$ cat src/rtl/insn_encode_pkg.sv
// Shared RV32I encoding constants and the decoded-field payload.
package insn_encode_pkg;

    localparam int unsigned INSN_W = 32;

    localparam logic [4:0] OP_LUI    = 5'b01101;
    localparam logic [4:0] OP_AUIPC  = 5'b00101;
    localparam logic [4:0] OP_JAL    = 5'b11011;
    localparam logic [4:0] OP_JALR   = 5'b11001;
    localparam logic [4:0] OP_BRANCH = 5'b11000;
    localparam logic [4:0] OP_LOAD   = 5'b00000;
    localparam logic [4:0] OP_STORE  = 5'b01000;
    localparam logic [4:0] OP_ALUIMM = 5'b00100;
    localparam logic [4:0] OP_ALU    = 5'b01100;

    localparam logic [INSN_W-1:0] NOP_INSN = 32'h0000_0013;

    typedef struct packed {
        logic [4:0]        opcode;
        logic [3:0]        alu_op;
        logic [2:0]        bcu_op;
        logic [2:0]        lsu_op;
        logic [4:0]        rd;
        logic [4:0]        rs1;
        logic [4:0]        rs2;
        logic [INSN_W-1:0] imm;
    } insn_fields_t;

endpackage

$ cat src/rtl/insn_pack.sv
// Combinational RV32I field packer with range checking; illegal input yields a NOP.
module insn_pack
    import insn_encode_pkg::*;
(
    input  insn_fields_t      fields_i,
    output logic [INSN_W-1:0] insn_c_o,
    output logic              err_c_o
);

    logic [INSN_W-1:0] imm;
    logic [2:0]        f3;
    logic              i_rng_ok;
    logic              b_rng_ok;
    logic              j_rng_ok;
    logic [INSN_W-1:0] word;
    logic              bad;

    assign imm = fields_i.imm;
    assign f3  = fields_i.alu_op[2:0];

    // Immediate fits the signed field width when all bits above it copy the sign bit.
    assign i_rng_ok = (&imm[31:11]) | ~(|imm[31:11]);
    assign b_rng_ok = (&imm[31:12]) | ~(|imm[31:12]);
    assign j_rng_ok = (&imm[31:20]) | ~(|imm[31:20]);

    // Format selection and legality check per major opcode.
    always_comb begin
        word      = '0;
        bad       = 1'b0;
        word[1:0] = 2'b11;
        word[6:2] = fields_i.opcode;
        case (fields_i.opcode)
            OP_ALU: begin
                word[11:7]  = fields_i.rd;
                word[14:12] = f3;
                word[19:15] = fields_i.rs1;
                word[24:20] = fields_i.rs2;
                word[30]    = fields_i.alu_op[3];
                bad = fields_i.alu_op[3] && (f3 != 3'b000) && (f3 != 3'b101);
            end
            OP_ALUIMM: begin
                word[11:7]  = fields_i.rd;
                word[14:12] = f3;
                word[19:15] = fields_i.rs1;
                word[31:20] = imm[11:0];
                bad = fields_i.alu_op[3] || !i_rng_ok;
                if (f3 == 3'b001 && imm[11:5] != 7'b0000000) begin
                    bad = 1'b1;
                end
                if (f3 == 3'b101 && imm[11:5] != 7'b0000000 && imm[11:5] != 7'b0100000) begin
                    bad = 1'b1;
                end
            end
            OP_LOAD, OP_JALR: begin
                word[11:7]  = fields_i.rd;
                word[14:12] = (fields_i.opcode == OP_LOAD) ? fields_i.lsu_op : 3'b000;
                word[19:15] = fields_i.rs1;
                word[31:20] = imm[11:0];
                bad = !i_rng_ok;
            end
            OP_STORE: begin
                word[11:7]  = imm[4:0];
                word[14:12] = fields_i.lsu_op;
                word[19:15] = fields_i.rs1;
                word[24:20] = fields_i.rs2;
                word[31:25] = imm[11:5];
                bad = !i_rng_ok;
            end
            OP_BRANCH: begin
                word[7]     = imm[11];
                word[11:8]  = imm[4:1];
                word[14:12] = fields_i.bcu_op;
                word[19:15] = fields_i.rs1;
                word[24:20] = fields_i.rs2;
                word[30:25] = imm[10:5];
                word[31]    = imm[12];
                bad = imm[0] || !b_rng_ok;
            end
            OP_LUI, OP_AUIPC: begin
                word[11:7]  = fields_i.rd;
                word[31:12] = imm[31:12];
                bad = (imm[11:0] != 12'h000);
            end
            OP_JAL: begin
                word[11:7]  = fields_i.rd;
                word[19:12] = imm[19:12];
                word[20]    = imm[11];
                word[30:21] = imm[10:1];
                word[31]    = imm[20];
                bad = imm[0] || !j_rng_ok;
            end
            default: begin
                bad = 1'b1;
            end
        endcase
        insn_c_o = bad ? NOP_INSN : word;
        err_c_o  = bad;
    end

endmodule

$ cat src/rtl/insn_encode.sv
// RV32I encoder: one output register stage, valid/ready handshake, wrapping word address.
module insn_encode
    import insn_encode_pkg::*;
#(
    parameter int unsigned ADDR_W = 10
) (
    input  logic              clk,
    input  logic              rst,
    input  logic              in_valid,
    output logic              in_ready,
    input  logic [4:0]        opcode,
    input  logic [3:0]        alu_op,
    input  logic [2:0]        bcu_op,
    input  logic [2:0]        lsu_op,
    input  logic [4:0]        rd,
    input  logic [4:0]        rs1,
    input  logic [4:0]        rs2,
    input  logic [INSN_W-1:0] imm,
    input  logic              addr_load,
    input  logic [ADDR_W-1:0] addr_base,
    output logic              out_valid,
    input  logic              out_ready,
    output logic [INSN_W-1:0] insn,
    output logic [ADDR_W-1:0] addr,
    output logic              out_err,
    output logic              err_sticky
);

    insn_fields_t      fields;
    logic [INSN_W-1:0] pack_insn;
    logic              pack_err;
    logic              accept;

    logic              valid_q,  valid_d;
    logic [INSN_W-1:0] insn_q,   insn_d;
    logic [ADDR_W-1:0] addr_q,   addr_d;
    logic              err_q,    err_d;
    logic              sticky_q, sticky_d;
    logic [ADDR_W-1:0] cnt_q,    cnt_d;

    assign fields = '{opcode: opcode, alu_op: alu_op, bcu_op: bcu_op, lsu_op: lsu_op,
                      rd: rd, rs1: rs1, rs2: rs2, imm: imm};

    insn_pack u_pack (
        .fields_i (fields),
        .insn_c_o (pack_insn),
        .err_c_o  (pack_err)
    );

    assign in_ready = !valid_q || out_ready;
    assign accept   = in_valid && in_ready;

    // Output stage load/drain and address counter next state.
    always_comb begin
        valid_d  = valid_q;
        insn_d   = insn_q;
        addr_d   = addr_q;
        err_d    = err_q;
        sticky_d = sticky_q;
        cnt_d    = cnt_q;
        if (accept) begin
            valid_d  = 1'b1;
            insn_d   = pack_insn;
            addr_d   = cnt_q;
            err_d    = pack_err;
            sticky_d = sticky_q | pack_err;
        end else if (out_ready) begin
            valid_d = 1'b0;
        end
        // A coincident load wins: the counter lands on addr_base, not addr_base+1.
        if (addr_load) begin
            cnt_d = addr_base;
        end else if (accept) begin
            cnt_d = cnt_q + ADDR_W'(1);
        end
    end

    // State registers with synchronous reset.
    always_ff @(posedge clk) begin
        if (rst) begin
            valid_q  <= 1'b0;
            insn_q   <= '0;
            addr_q   <= '0;
            err_q    <= 1'b0;
            sticky_q <= 1'b0;
            cnt_q    <= '0;
        end else begin
            valid_q  <= valid_d;
            insn_q   <= insn_d;
            addr_q   <= addr_d;
            err_q    <= err_d;
            sticky_q <= sticky_d;
            cnt_q    <= cnt_d;
        end
    end

    assign out_valid  = valid_q;
    assign insn       = insn_q;
    assign addr       = addr_q;
    assign out_err    = err_q;
    assign err_sticky = sticky_q;

endmodule

$ cat config.mk
export PLATFORM = sky130hd
export DESIGN_NAME = insn_encode
export DESIGN_NICKNAME = d
export VERILOG_FILES = /design/src/rtl/insn_encode_pkg.sv /design/src/rtl/insn_pack.sv /design/src/rtl/insn_encode.sv
export SDC_FILE = /design/constraint.sdc
export NUM_CORES = 1
export LEC_CHECK = 0
export CAP_MARGIN = 20
export CORE_ASPECT_RATIO = 1.75
export CORE_MARGIN = 4
export CORE_UTILIZATION = 44
export DETAILED_ROUTE_END_ITERATION = 16
export PLACE_DENSITY_LB_ADDON = 0.08
export REMOVE_ABC_BUFFERS = 1
export SLEW_MARGIN = 20
export SYNTH_ARGS = -nofsm -noshare
export SYNTH_HDL_FRONTEND = slang
export SYNTH_SLANG_ARGS = --single-unit
$ cat constraint.sdc
create_clock -name clk -period 3.2 [get_ports clk]
set_input_delay 0.8 -clock clk [delete_from_list [all_inputs] [get_ports clk]]
set_output_delay 0.8 -clock clk [all_outputs]
set_load 0.02 [all_outputs]
==> reports/metrics.cfg, run 1 <==
[logic_synthesis]
ys_top_cells_by_count=dfxtp_1, nand2_1, nand3b_1
ys_top_cells_by_area=dfxtp_1, o41ai_2, nand3b_1, nand2_1, a22oi_1
synth_seq_area_share_pct=34.37
ys.flop_type=dfxtp_1
yosys.area.top_type_share_pct=34.37
yosys.cell_types.count=56
synthCells=343
synth_area_um2=3146
ys_seq_elements=54
avgSynthCellArea_um2=9.171
synth-edff-count=0
ys_async_sr_fraction_pct=0
synth_warnings=0
yosysMostFrequentCell=dfxtp_1
yosysTopAreaCell=dfxtp_1

[floorplanning]
io_pins=123
die_x_um=71.92
initial_core_util_pct=45.54
fp-row-count=40
fp.dieH_um=119.9
coreArea_um2=6907
die-area_um2=8619

[job]
maxCapViolations=0

[timing]
slew_viol_final=0
holdWs_ns=0.4548
skew_ns=0.003839
rsz0062_at_grt=false
fin_crit_sh_pct=92.50
setup_viol=0
worst_slew_pin_slew_ns=0.5663
relSlewSlack_pct=61.95
finalHoldViolCount=0
clock.fmax_ghz=0.3378
layout_min_cycle_time_ns=2.960

[pwr]
power_leakage_nw=1.697
ir_drop_mv=0.3573
total_power_w=0.001641
powerDensity_nw_per_um2=348.8

[grt]
antenna_found_initial=0
grt_max_degree=33
grt_pass1_wl_mm=16.30
grt_overflow_total=0
grt_usage_pct=24.11
grt_pass1_vias=3306

[worst_setup_path]
crit_chain=clkdlybuf4s50_1 -> or4_4 -> nor3_2 -> a32oi_1 -> a211o_4 -> o41ai_1
rr_endpoint=cnt_q[7]
worst_r2r_path_depth=7
crit_slowest_cell=or4_4
rr_startpoint=out_valid
cp-start-kind=input port
worst-r2r-setup-slack_ns=1.41
cp_data_required_time_ns=3.40
critPathKind=input port to flip-flop
critPathCaptureType=flip-flop
path_buf_inv=1
crit_family=compound AO/OA/AOI/OAI gates
worst-path-max-fanout=32
max_stage_delay_ns=0.57
worstPathArrival_ns=3.16

[clock_network]
cts_buffer_depth=2
root_buffer=clkbuf_16
cts_resized=0
cts_tree=built
clock_latency_ns=0.30
cts_num_sinks=54
clkSlewWorstSetupHoldPaths_ns=0.07
holdBufCountCts=0
cts.htree.levels=2
postCtsSetupBuffers=0
cts_buffers=5

[worst_hold_path]
min_delay_worst_endpoint=addr[0]
worstHoldStart=addr[0]
hold_path_class=flip-flop to flip-flop
hold_depth=2

[finish]
n_antenna_cell=0
layout.nets=549
final_layout_size_suffix_gt1_share_pct=15.25
layout.cells.non_filler=556
area_delta_synth_final_pct=49.56

[detailed_routing]
wl_mm=10.61
drt-pass1-iter-count=5
drt-initial-drc-count=220
drc=0
vias=3353
drtAntennaViolNets=0
wl_per_cell_um=19.08
via_per_inst=6.031

[place]
dpl.cell_count=548
place_congestion=0.8700
place.port_buffers=122
dpl.hpwl_mm=8.030

[status]
outcome=completed

[cell usage in the layout (no fill, tap or decap), types with 6 or more instances in the layout]
master / instances
o41ai_2: 22
a222oi_1: 8
buf_4: 30
a21oi_1: 18
a22oi_1: 15
nand4_1: 9
nand3b_1: 32
nor2_1: 18
o31ai_1: 7
dfxtp_1: 54
nand2_1: 34
inv_1: 6
clkdlybuf4s50_1: 121
[registers in the layout, indices dropped and copies added (netlist names)]
register and count:
out_err 1, addr 10, cnt_q 10, insn 31
err_sticky 1, out_valid 1
[routing by layer]
metal / routed length, um / global-route usage (%) / up-vias / part of all wire, %
met5: 0 / 0 / - / 0
met4: 497 / 13.29 / 0 / 4.7
met3: 591 / 4.526 / 35 / 5.6
met2: 5600 / 43.72 / 124 / 53
met1: 3919 / 25.25 / 1606 / 37
li1: - / - / 1588 / -
[kinds of logic (layout without fill, tap and decap cells)]
family | after synthesis | in the layout | share of synthesized area [%]
and+or+nand+nor | 135 | 135 | 24.66
muxes | 4 | 4 | 1.392
buffers and inverters | 38 | 167 | 5.847
adders and majority gates | 1 | 1 | 0.3977
AOI/OAI and AO/OA | 104 | 104 | 31.39
xor gates and xnor gates | 7 | 7 | 1.949
DFF | 54 | 54 | 34.37
[worst min-delay path, delay by kind of cell, from the launching register on]
kind | cells | cell delay [ns]
flip-flops | 1 | 0.31
AND/OR/NAND/NOR | 1 | 0.05
AO/OA/AOI/OAI | 1 | 0.05
[worst max path at each step]
stage                          from       end  depth (start not counted)
after floorplan           opcode[1]  insn[10]                          4
after global routing      opcode[2]  insn[16]                          7
final                       imm[16]  insn[17]                          6
after detailed placement    imm[16]  insn[17]                          6
after global placement      imm[16]  insn[18]                          6
after CTS                   imm[16]  insn[17]                          6
[power breakdown]
| part | internal [W] | switching [W] | leakage, nW |
|---|---|---|---|
| registers | 0.000694 | 0.0000165 | 0.440 |
| clock network | 0.000296 | 0.000265 | 0.0714 |
| logic | 0.000186 | 0.000184 | 1.19 |
| total | 0.00118 | 0.000465 | 1.70 |
[stage by stage]
stage / area (um2) / util, % / worst slack (ns) / setup TNS, ns
global placement: 4558 / 66.00 / -0.04224 / -0.8017
floorplan: 2984 / - / 0.2021 / 0
detailed placement: 4558 / 66.00 / -0.09201 / -1.321
finish: 4705 / 68.12 / 0.2401 / 0
CTS: 4705 / 68.12 / 0.2267 / 0
global route: 4705 / 68.12 / 0.1244 / 0
[layout make-up]
type	count	area [um2]
Clock inverter	2	17.52
Multi-Input combinational cell	251	1888
Fill cell	582	2202
Inverter	6	22.52
Tap cell	84	105.1
Clock buffer	6	128.9
Sequential cell	54	1081
Timing Repair Buffer	153	1461
Note: power is estimated with default switching activity, not from simulation.
==> run 2: changes to the inputs <==
--- a/config.mk
+++ b/config.mk
@@ -8,7 +8,7 @@
 export CAP_MARGIN = 20
 export CORE_ASPECT_RATIO = 1.75
 export CORE_MARGIN = 4
-export CORE_UTILIZATION = 44
+export CORE_UTILIZATION = 45
 export DETAILED_ROUTE_END_ITERATION = 16
 export PLACE_DENSITY_LB_ADDON = 0.08
 export REMOVE_ABC_BUFFERS = 1
==> constraint.sdc (replaced) <==
create_clock -name clk -period 3.8 [get_ports clk]
set_input_delay 0.95 -clock clk [delete_from_list [all_inputs] [get_ports clk]]
set_output_delay 0.95 -clock clk [all_outputs]
set_load 0.02 [all_outputs]
==> run 2 against run 1 <==
Clock power shrank 18%; final area decreased by 3.4%; utilization shrank 1.8 points; register-to-register slack improved by 0.43 ns.
==> reports/metrics.cfg, run 2 (synthesis gave the netlist of run 1 again) <==
[status]
outcome=completed  ; unchanged

[clock_network]
root_buffer=clkbuf_16  ; unchanged
clock_latency_ns=0.29  ; was 0.30 ns
cts_resized=0  ; unchanged
clkSlewWorstSetupHoldPaths_ns=0.07  ; about the same
cts_num_sinks=54  ; unchanged
holdBufCountCts=0  ; unchanged
cts_buffer_depth=2  ; unchanged
cts_tree=built  ; unchanged
cts_buffers=5  ; unchanged
postCtsSetupBuffers=0  ; unchanged
cts.htree.levels=2  ; unchanged

[timing]
setup_viol=0  ; unchanged
skew_ns=0.003180  ; was 0.003839 ns
fin_setup_tns_ns=0  ; unchanged
setup_slack_ns=0.5208  ; was 0.2401 ns
finalHoldViolCount=0  ; unchanged
rsz0062_at_grt=false  ; unchanged
worst_slew_pin_slew_ns=0.9299  ; was 0.5663 ns
relSlewSlack_pct=38.01  ; was 61.95%
fin_crit_sh_pct=86.29
slew_viol_final=0  ; unchanged
clock.fmax_ghz=0.3050
layout_min_cycle_time_ns=3.279

[detailed_routing]
wl_per_cell_um=19.57  ; was 19.08 um
drt-pass1-iter-count=5  ; unchanged
via_per_inst=6.110  ; was 6.031
vias=3281  ; was 3353
drt-initial-drc-count=344  ; was 220
wl_mm=10.51  ; was 10.61 mm
drc=0  ; unchanged
drtAntennaViolNets=0  ; unchanged

[floorplanning]
fp.dieH_um=118.6  ; was 119.9 um
fp-row-count=40  ; unchanged
die_x_um=71.20  ; was 71.92 um
io_pins=123  ; unchanged
die-area_um2=8444  ; was 8619 um2
coreArea_um2=6857  ; was 6907 um2
initial_core_util_pct=45.88  ; was 45.54%

[grt]
grt_usage_pct=24.20  ; was 24.11%
grt.busiest_layer=met2  ; unchanged
grt_pass1_vias=3317  ; was 3306
antenna_found_initial=0  ; unchanged
use_met3_pct=4.255  ; was 4.526%
use_met1_pct=25.70  ; was 25.25%
use_met2_pct=43.26  ; was 43.72%
grt_max_degree=37  ; was 33
grt_overflow_total=0  ; unchanged
grt_pass1_wl_mm=16.40  ; was 16.30 mm

[worst_setup_path]
worstPathArrival_ns=2.33  ; was 3.16 ns
cp_data_required_time_ns=2.85  ; was 3.40 ns
critPathKind=input port to output pin  ; was input port to flip-flop
cp-start-kind=input port  ; unchanged
critPathCaptureType=output pin  ; was flip-flop
worst-r2r-setup-slack_ns=1.84  ; was 1.41 ns
worst-path-max-fanout=8  ; was 32

[worst_hold_path]
hold_path_class=flip-flop to flip-flop  ; unchanged

[pwr]
power_leakage_nw=1.601  ; was 1.697 nW
powerDensity_nw_per_um2=297.6  ; was 348.8 nW/um2
total_power_w=0.001353  ; was 0.001641 W
ir_drop_mv=0.2385  ; was 0.3573 mV

[place]
dpl.cell_count=529  ; was 548
detailedPlace.worstSlack_ns=0.3115  ; was -0.09201 ns
place.port_buffers=122  ; unchanged
dpl.hpwl_mm=7.654  ; was 8.030 mm
place_congestion=0.9875  ; was 0.8700
placed_cell_area_um2=4403  ; was 4558 um2

[finish]
multi_input_area_um2=1888  ; unchanged
final_layout_size_suffix_gt1_share_pct=11.70  ; was 15.25%
n_antenna_cell=0  ; unchanged
area_delta_synth_final_pct=44.51  ; was 49.56%
design_area_um2=4546  ; was 4705 um2
final_cell_mix=clkdlybuf4s50_1, dfxtp_1, nand2_1  ; unchanged
largest_register_ffs=31  ; unchanged
regArea_um2=1081  ; unchanged
layout.nets=530  ; was 549
layout.cells.non_filler=537  ; was 556
nFillCells=585  ; was 582
layout_commonest_cell=clkdlybuf4s50_1  ; unchanged

[job]
maxCapViolations=0  ; unchanged

-- run 2: worst paths after layout --
kind	startpoint	cells past startpoint	to
min	addr[0]	2	addr[0]
min reg2reg	addr[0]	2	addr[0]
max reg2reg	out_valid	6	addr[5]
max	out_ready	3	in_ready
-- run 2: metrics by stage --
stage,util [%],hold slack [ns]
floorplan,-,0.4310
global placement,64.22,0.4462
detailed placement,64.22,0.4528
CTS,66.30,0.4662
global route,66.30,0.4867
finish,66.30,0.4613
-- run 2: layout make-up --
| type | count | share of cell area [%] |
|---|---|---|
| Clock buffer | 6 | 2.835 |
| Timing Repair Buffer | 134 | 28.74 |
| Multi-Input combinational cell | 251 | 41.54 |
| Sequential cell | 54 | 23.78 |
| Tap cell | 84 | 2.312 |
| Clock inverter | 2 | 0.3028 |
| Inverter | 6 | 0.4955 |
-- run 2: power by group --
part	internal [W]	leakage (nW)	switching [W]
Sequential	0.000585	0.440	0.0000145
Combinational	0.000145	1.09	0.000152
Clock	0.000245	0.0708	0.000212
-- run 2: critical path, cell delays in order --
cell	delay [ns]
clkdlybuf4s50_1	0.44
nand2b_1	0.27
clkdlybuf4s50_1	0.67
-- run 2: layer usage --
| metal | part of all wire, % | up-vias | wire [um] |
|---|---|---|---|
| li1 | - | 1555 | - |
| met1 | 37 | 1567 | 3915 |
| met2 | 53 | 125 | 5599 |
| met3 | 5.1 | 34 | 532 |
| met4 | 4.4 | 0 | 461 |
| met5 | 0 | - | 0 |
